[src/rtl/fb_pkg.sv]
// ---------------------------------------------------------------------------
// fb_pkg
//   Shared types and geometry for the LED-panel framebuffer write master.
//   fb_op_t            : drawing command opcodes (cmd_op encoding)
//   fb_writer_state_t  : fb_writer control states
//   FB_COLS / FB_ROWS  : panel geometry (64 x 64)
//   FB_ADDR_W          : framebuffer write address width ({row, col})
// ---------------------------------------------------------------------------
package fb_pkg;

  localparam int FB_COLS   = 64;
  localparam int FB_ROWS   = 64;
  localparam int FB_ADDR_W = 12;

  typedef enum logic [1:0] {
    OP_PIXEL = 2'b00,
    OP_HLINE = 2'b01,
    OP_FILL  = 2'b10,
    OP_RSVD  = 2'b11
  } fb_op_t;

  typedef enum logic [1:0] {
    IDLE  = 2'd0,
    WRITE = 2'd1,
    ACK   = 2'd2
  } fb_writer_state_t;

endpackage

[src/rtl/fb_writer.sv]
// ---------------------------------------------------------------------------
// fb_writer
//   Write-side master for the dual-half 64x64 framebuffer. Takes drawing
//   commands (PIXEL / HLINE / FILL) over valid/ready and expands each into
//   back-to-back single-cycle writes on the framebuffer write port.
//
//   Ports
//     clk, rst_n            clock, async active-low reset
//     cmd_valid/cmd_ready   command handshake (ready = state is IDLE)
//     cmd_op                00 PIXEL, 01 HLINE, 10 FILL, 11 reserved
//     cmd_x, cmd_y          start column / row
//     cmd_len               HLINE length minus one
//     cmd_color             pixel value
//     waddr, din, we        framebuffer write port, waddr = {y, x}
//     busy                  high during every write cycle of a command
//     done                  one-cycle pulse with the last write (or ACK)
//
//   The write address register doubles as the iteration counter: it is
//   loaded with the first address at acceptance and stepped until it equals
//   the end address captured at the same time.
// ---------------------------------------------------------------------------
module fb_writer
  import fb_pkg::*;
#(
  parameter int COL_W   = 6,
  parameter int ROW_W   = 6,
  parameter int COLOR_W = 4
) (
  input  logic                     clk,
  input  logic                     rst_n,
  input  logic                     cmd_valid,
  output logic                     cmd_ready,
  input  logic [1:0]               cmd_op,
  input  logic [COL_W-1:0]         cmd_x,
  input  logic [ROW_W-1:0]         cmd_y,
  input  logic [COL_W-1:0]         cmd_len,
  input  logic [COLOR_W-1:0]       cmd_color,
  output logic [COL_W+ROW_W-1:0]   waddr,
  output logic [COLOR_W-1:0]       din,
  output logic                     we,
  output logic                     busy,
  output logic                     done
);

  localparam int ADDR_W = COL_W + ROW_W;

  fb_writer_state_t    state_q, state_d;
  logic [ADDR_W-1:0]   waddr_q, waddr_d;
  logic [ADDR_W-1:0]   end_q,   end_d;
  logic [COLOR_W-1:0]  din_q,   din_d;
  logic                we_q,    we_d;
  logic                busy_q,  busy_d;
  logic                done_q,  done_d;

  fb_op_t              op;
  logic                accept;
  logic [COL_W:0]      xsum;      // one extra bit so x+len overflow is exact
  logic [COL_W-1:0]    hl_end_x;
  logic [ADDR_W-1:0]   start_addr;
  logic [ADDR_W-1:0]   last_addr;
  logic [ADDR_W-1:0]   next_addr;

  assign cmd_ready = (state_q == IDLE);
  assign accept    = cmd_valid && cmd_ready;
  assign op        = fb_op_t'(cmd_op);

  // Right-edge clip: a line that would run past the last column stops there
  // instead of wrapping onto column 0 / the next row.
  assign xsum      = {1'b0, cmd_x} + {1'b0, cmd_len};
  assign hl_end_x  = xsum[COL_W] ? {COL_W{1'b1}} : xsum[COL_W-1:0];

  assign next_addr = waddr_q + {{(ADDR_W-1){1'b0}}, 1'b1};

  // First/last address of the command being offered on the cmd_* bus.
  always_comb begin
    start_addr = {cmd_y, cmd_x};
    last_addr  = {cmd_y, cmd_x};
    case (op)
      OP_HLINE: last_addr = {cmd_y, hl_end_x};
      OP_FILL: begin
        start_addr = '0;
        last_addr  = '1;
      end
      default: ;
    endcase
  end

  always_comb begin
    state_d = state_q;
    waddr_d = waddr_q;
    end_d   = end_q;
    din_d   = din_q;
    we_d    = 1'b0;
    busy_d  = 1'b0;
    done_d  = 1'b0;

    case (state_q)
      IDLE: begin
        if (accept) begin
          if (op == OP_RSVD) begin
            // No writes; waddr/din keep their previous values.
            state_d = ACK;
            done_d  = 1'b1;
          end else begin
            state_d = WRITE;
            waddr_d = start_addr;
            end_d   = last_addr;
            din_d   = cmd_color;
            we_d    = 1'b1;
            busy_d  = 1'b1;
            done_d  = (start_addr == last_addr);
          end
        end
      end

      WRITE: begin
        if (waddr_q == end_q) begin
          state_d = IDLE;
        end else begin
          waddr_d = next_addr;
          we_d    = 1'b1;
          busy_d  = 1'b1;
          done_d  = (next_addr == end_q);
        end
      end

      ACK: state_d = IDLE;

      default: state_d = IDLE;
    endcase
  end

  always_ff @(posedge clk or negedge rst_n) begin
    if (!rst_n) begin
      state_q <= IDLE;
      waddr_q <= '0;
      end_q   <= '0;
      din_q   <= '0;
      we_q    <= 1'b0;
      busy_q  <= 1'b0;
      done_q  <= 1'b0;
    end else begin
      state_q <= state_d;
      waddr_q <= waddr_d;
      end_q   <= end_d;
      din_q   <= din_d;
      we_q    <= we_d;
      busy_q  <= busy_d;
      done_q  <= done_d;
    end
  end

  assign waddr = waddr_q;
  assign din   = din_q;
  assign we    = we_q;
  assign busy  = busy_q;
  assign done  = done_q;

endmodule

[config.mk]
export PLATFORM = sky130hd
export DESIGN_NAME = fb_writer
export DESIGN_NICKNAME = d
export VERILOG_FILES = /design/src/rtl/fb_pkg.sv /design/src/rtl/fb_writer.sv
export SDC_FILE = /design/constraint.sdc
export NUM_CORES = 1
export LEC_CHECK = 0
export BUFFER_PORTS_ARGS = -buffer_cell sky130_fd_sc_hd__clkbuf_2
export CORE_MARGIN = 2
export CORE_UTILIZATION = 56
export DETAILED_ROUTE_END_ITERATION = 7
export PLACE_DENSITY_LB_ADDON = 0.05
export SYNTH_ARGS = -nofsm -noshare
export SYNTH_HDL_FRONTEND = slang
export SYNTH_SLANG_ARGS = --single-unit
[constraint.sdc]
create_clock -name clk -period 2.9 [get_ports clk]
set_input_delay 0 -clock clk [delete_from_list [all_inputs] [get_ports clk]]
set_output_delay 0 -clock clk [all_outputs]
set_load 0.02 [all_outputs]
; After elaboration in Yosys (flattened, before gate mapping)
; Index checks and enable logic that the tools add are counted.
[word_totals]
ff_bits = 32
inputBits = 27
word_cells = 45
[classes]
addsub = 2
n_eq_ne = 11
n_mux = 19
n_bitwise = 1
reduce_logical = 6
[op_table]
columns = cell, n
row1 = $mux W12, 4
row2 = $pmux W12 S2, 2
row3 = $eq A12 B12 Y1, 3
row4 = $add A12 B1 Y12 const B, 1
row5 = $add A6 B6 Y7, 1
row6 = $mux W1, 6
row7 = $mux W2, 3
row8 = $mux W6, 1
row9 = $ne A2 B2 Y1 const B, 3
row10 = $eq A2 B1 Y1 const B, 2
row11 = $eq A2 B2 Y1 const B, 2
row12 = $pmux W1 S2, 2
row13 = $pmux W2 S2, 1
row14 = $reduce_and A4 Y1, 1
row15 = $reduce_and A3 Y1, 1
row16 = $logic_not A2 Y1, 1
row17 = $ne A2 B1 Y1 const B, 1
row18 = $reduce_and A2 Y1, 1
row19 = $reduce_bool A2 Y1, 1
row20 = $logic_and A1 B1 Y1, 1
row21 = $not A1 Y1, 1

; Logic depth before layout (Yosys ltp)
[logic_depth]
word_depth = 7
mapped_depth = 10
ltp_nobuf = 10

; Worst setup path after synthesis
; OpenSTA, ideal clock, no wires.
[synth_path]
path_type = reg-to-reg
from = register waddr_q[0], in the netlist waddr[0]
to = register done_q, in the netlist done
setup_time_ps = 124
arrival_ps = 2207
t_required_ps = 2776
path_slack_ps = 569
path_stages_with_launch = 9
period_less_slack_ps = 2331
path_cell_list = dfrtp_1 -> ha_1 -> nand3_1 -> nor3_1 -> nand3_1 -> xnor2_1 -> and3_1 -> and4_1 -> a211o_1
[synth_between]
elab_chain_cells = 4
elab_cells_between_ends = 5
classes_between = 1 x add/sub / 2 x eq/ne / 2 x mux
[synth_lines]
columns = element, line_no
row1 = "start, declared", fb_writer.sv:48  ; logic [ADDR_W-1:0] waddr_q, waddr_d;
row2 = "start signal, assigned", fb_writer.sv:144  ; waddr_q <= waddr_d;
row3 = $add A12 B1 Y12, fb_writer.sv:72  ; assign next_addr = waddr_q + {{(ADDR_W-1){1'b0}}, 1'b1};
row4 = $eq A12 B12 Y1, fb_writer.sv:123  ; done_d = (next_addr == end_q);
row5 = $mux W1 *, fb_writer.sv:117  ; if (waddr_q == end_q) begin
row6 = $pmux W1 S2 *, fb_writer.sv:97  ; case (state_q)
row7 = net done_d, fb_writer.sv:53  ; logic done_q, done_d;
row8 = "end signal, assigned", fb_writer.sv:149  ; done_q <= done_d;
row9 = "end, declared", fb_writer.sv:53
; Mark *: on every way through the listed nets, which the timed path passes. The rest lies on a longest branch.
; A chain may end at the register's enable or synchronous reset.

; Worst setup path after layout
; Ends and elaborated chain as after synthesis.

==> run metrics <==
Max Fanout on Critical Path=8; Simple-Gate Fraction of Synth Area=0.253; placed insts=between 300 and 400; Port Buffers=46; Fill cells=between 300 and 400; Core Box Area=between 0.004 and 0.005 mm²; die width=roughly 71 µm; Post-DP HPWL=between 4000 and 5000 µm; WS Path Type=register to register; Worst-path clk slew=approximately 0.07 ns; Multi-input gate area=about 0.0015 mm²; H-Tree Depth=2; data required time at the worst endpoint=between 3 and 4 ns; setup slack, reg-to-reg=slightly above 0.4 ns; Adder-Cell Fraction of Synth Area=0.0586; setup bufs post-CTS=0; syn_nets=about 350; ANT nets after route=0; Max Freq=between 400 and 500 MHz; initial antenna violation count=0; flops & latches, synth=32; Routed WL=approximately 6500 µm; asr flop ratio synth=1.00; drt initial violations=between 80 and 90; Max Cap Violations=0; Slew Viols, Final=0; final non-filler cell total=~420; pin count of the biggest net entering global routing=33; Boundary Pins=47; Util after Layout=0.687; sequential cell area=~800 µm²; Post-Synth XOR/XNOR Area=0.0636; clock root cell=clkbuf_8; Slew Limit Headroom=0.443; maximum vdd drop=0.384 mV; Avg WL per Cell=15.5 µm; most frequent cell after synthesis=nand2_1; drt drc=0; leakage=about 1.4 nW; Via Count=about 2,500; first-pass GRT wire length=roughly 11,000 µm; global route overflow=0; Syn Area/Cell=between 7 and 8 µm²; worst hold path class=input port to register; post-synth top area share=0.323; status=finished, final reports clean; final hold vios=0; gpl congestion=about 0.91; clock sinks=32; Seq/Total Area, Yosys=0.323; Pwr Density=995 mW/mm²; final critical path time including I/O delays and setup=2.49 ns; maximum clock path buffer count=2; mux share of post-synthesis cell area=0.0202; CP Capture Type=register; Yosys top cell by area=dfrtp_1; final net count=slightly above 400; skew final=around 0.012 ns; TNS Setup=0 ns; TritonCTS buffer count=5; CP arrival=~2.7 ns; DRT Pass-1 Iters=4; Post-synth EDFFs=0; vias per inst=6.00; unrepaired setup endpoints after global routing=no; Syn Inst Count=between 300 and 400; die height=70.5 µm; CTS tree=done; main flop type after synthesis=dfrtp_1; Synth warnings=0; Synth Area in Compound Gates=0.226; Total Die Area=about 0.0050 mm²; endpoints failing setup=0; Yosys cell types=50; share of cells above drive strength 1=0.172; Area growth syn-to-layout=19.1%; Mapped Area=between 0.002 and 0.0025 mm²; Worst-Margin Slew=around 0.83 ns; Clock Latency Late Sink=~0.28 ns; CP startpoint kind=register; row cnt=24; FF-to-FF path depth=8; final worst path period share=0.858; top cells by area, synth=dfrtp_1, nand2_1, xnor2_1; top cells by count, synth=nand2_1, dfrtp_1, a21oi_1; GR Util All Layers=0.280; largest family of logic cells by synthesized area=simple AND/OR/NAND/NOR gates; Initial Util=0.577; Hold Path Stages=2; number of global-route vias before repair=2,403; ant diodes=0
-- kinds of logic (layout without fill, tap and decap cells) --
family	after synthesis	in the layout
xor+xnor	18	18
mux	5	5
simple gates	127	127
compound gates	88	88
fa+ha+maj	11	11
flops	32	32
buf+inv	32	85
-- state kept, by name, indices dropped and copies added (netlist names) --
| signal | cells |
|---|---|
| done | 1 |
| busy | 1 |
| state_q | 2 |
| waddr | 12 |
| end_q | 12 |
| din | 4 |
-- metrics by stage --
step | power [mW] | instance area (µm²) | hold slack [ns] | setup slack (ns)
after detailed placement | 2.51 | 2730 | 0.126 | 0.419
after floorplan | 2.07 | 2480 | -0.296 | 0.569
final | 2.94 | 2950 | 0.0312 | 0.413
after global placement | 2.48 | 2730 | 0.121 | 0.500
after global routing | 3.19 | 2950 | 0.0320 | 0.118
after CTS | 2.95 | 2950 | 0.0264 | 0.411
-- critical path: stages (launching register included) --
cell,delay (ns)
dfrtp_1,0.47
ha_1,0.30
nand3_1,0.25
nor3_1,0.39
nand3_1,0.17
xnor2_1,0.15
and3_1,0.16
and4_1,0.21
a211o_1,0.28
-- power by group --
part	switching [mW]	internal, mW	leakage, nW	total [mW]
combinational	0.932	0.646	0.950	1.58
clock	0.161	0.255	0.0552	0.416
sequential	0.282	0.659	0.389	0.942
-- timing repair --
item                                   4_1_cts  5_1_grt
hold buffers                                11        0
endpoints found under the hold margin       42        0
resized for setup                            0        0
-- layer usage --
metal | routed length [µm] | track usage | up-vias
met5 | 0 | 0 | -
met3 | 222 | 0.0390 | 8
li1 | - | - | 1234
met1 | 2880 | 0.362 | 1191
met2 | 3290 | 0.485 | 76
met4 | 64 | 0.0833 | 0
-- cell usage in the layout, fill, tap and decap left out, types with 2 or more instances in the layout --
cell type | Yosys | final
and4_1 | 3 | 3
nand2_1 | 50 | 50
buf_4 | 1 | 6
o21ai_1 | 2 | 2
a21o_1 | 2 | 2
clkbuf_8 | 0 | 5
nor3_1 | 10 | 10
a21oi_1 | 26 | 26
nor4b_1 | 2 | 2
dfrtp_1 | 32 | 32
a41oi_1 | 2 | 2
o21ai_0 | 22 | 22
and3_1 | 5 | 5
a31oi_1 | 5 | 5
o31ai_1 | 7 | 7
nor2_1 | 21 | 21
a22o_1 | 3 | 3
nor2b_1 | 3 | 3
inv_1 | 14 | 14
dlygate4sd3_1 | 0 | 11
nand2b_1 | 2 | 2
nand3_1 | 12 | 12
nand4_1 | 6 | 6
o2111ai_1 | 4 | 4
ha_1 | 10 | 10
xnor2_1 | 15 | 15
or3_1 | 5 | 5
o221ai_1 | 2 | 2
mux2i_1 | 5 | 5
clkbuf_2 | 0 | 46
o211ai_1 | 4 | 4
xor2_1 | 3 | 3
-- cell type report --
type / count / share of cell area
Tap cell: 52 / 0.0221
Clock inverter: 2 / 0.0119
Inverter: 14 / 0.0178
Clock buffer: 6 / 0.0246
Multi-Input combinational cell: 249 / 0.522
Timing Repair Buffer: 63 / 0.131
Sequential cell: 32 / 0.271
-- path summary, 6_finish.rpt --
kind                       startpoint    endpoint
setup reg to reg             waddr[0]        done
min in group asynchronous       rst_n   end_q[11]
hold reg to reg                din[0]      din[0]
max in group asynchronous       rst_n    end_q[5]
hold / removal              cmd_valid  state_q[1]
setup / recovery             waddr[0]        done
(Power assumes the default switching activity.)
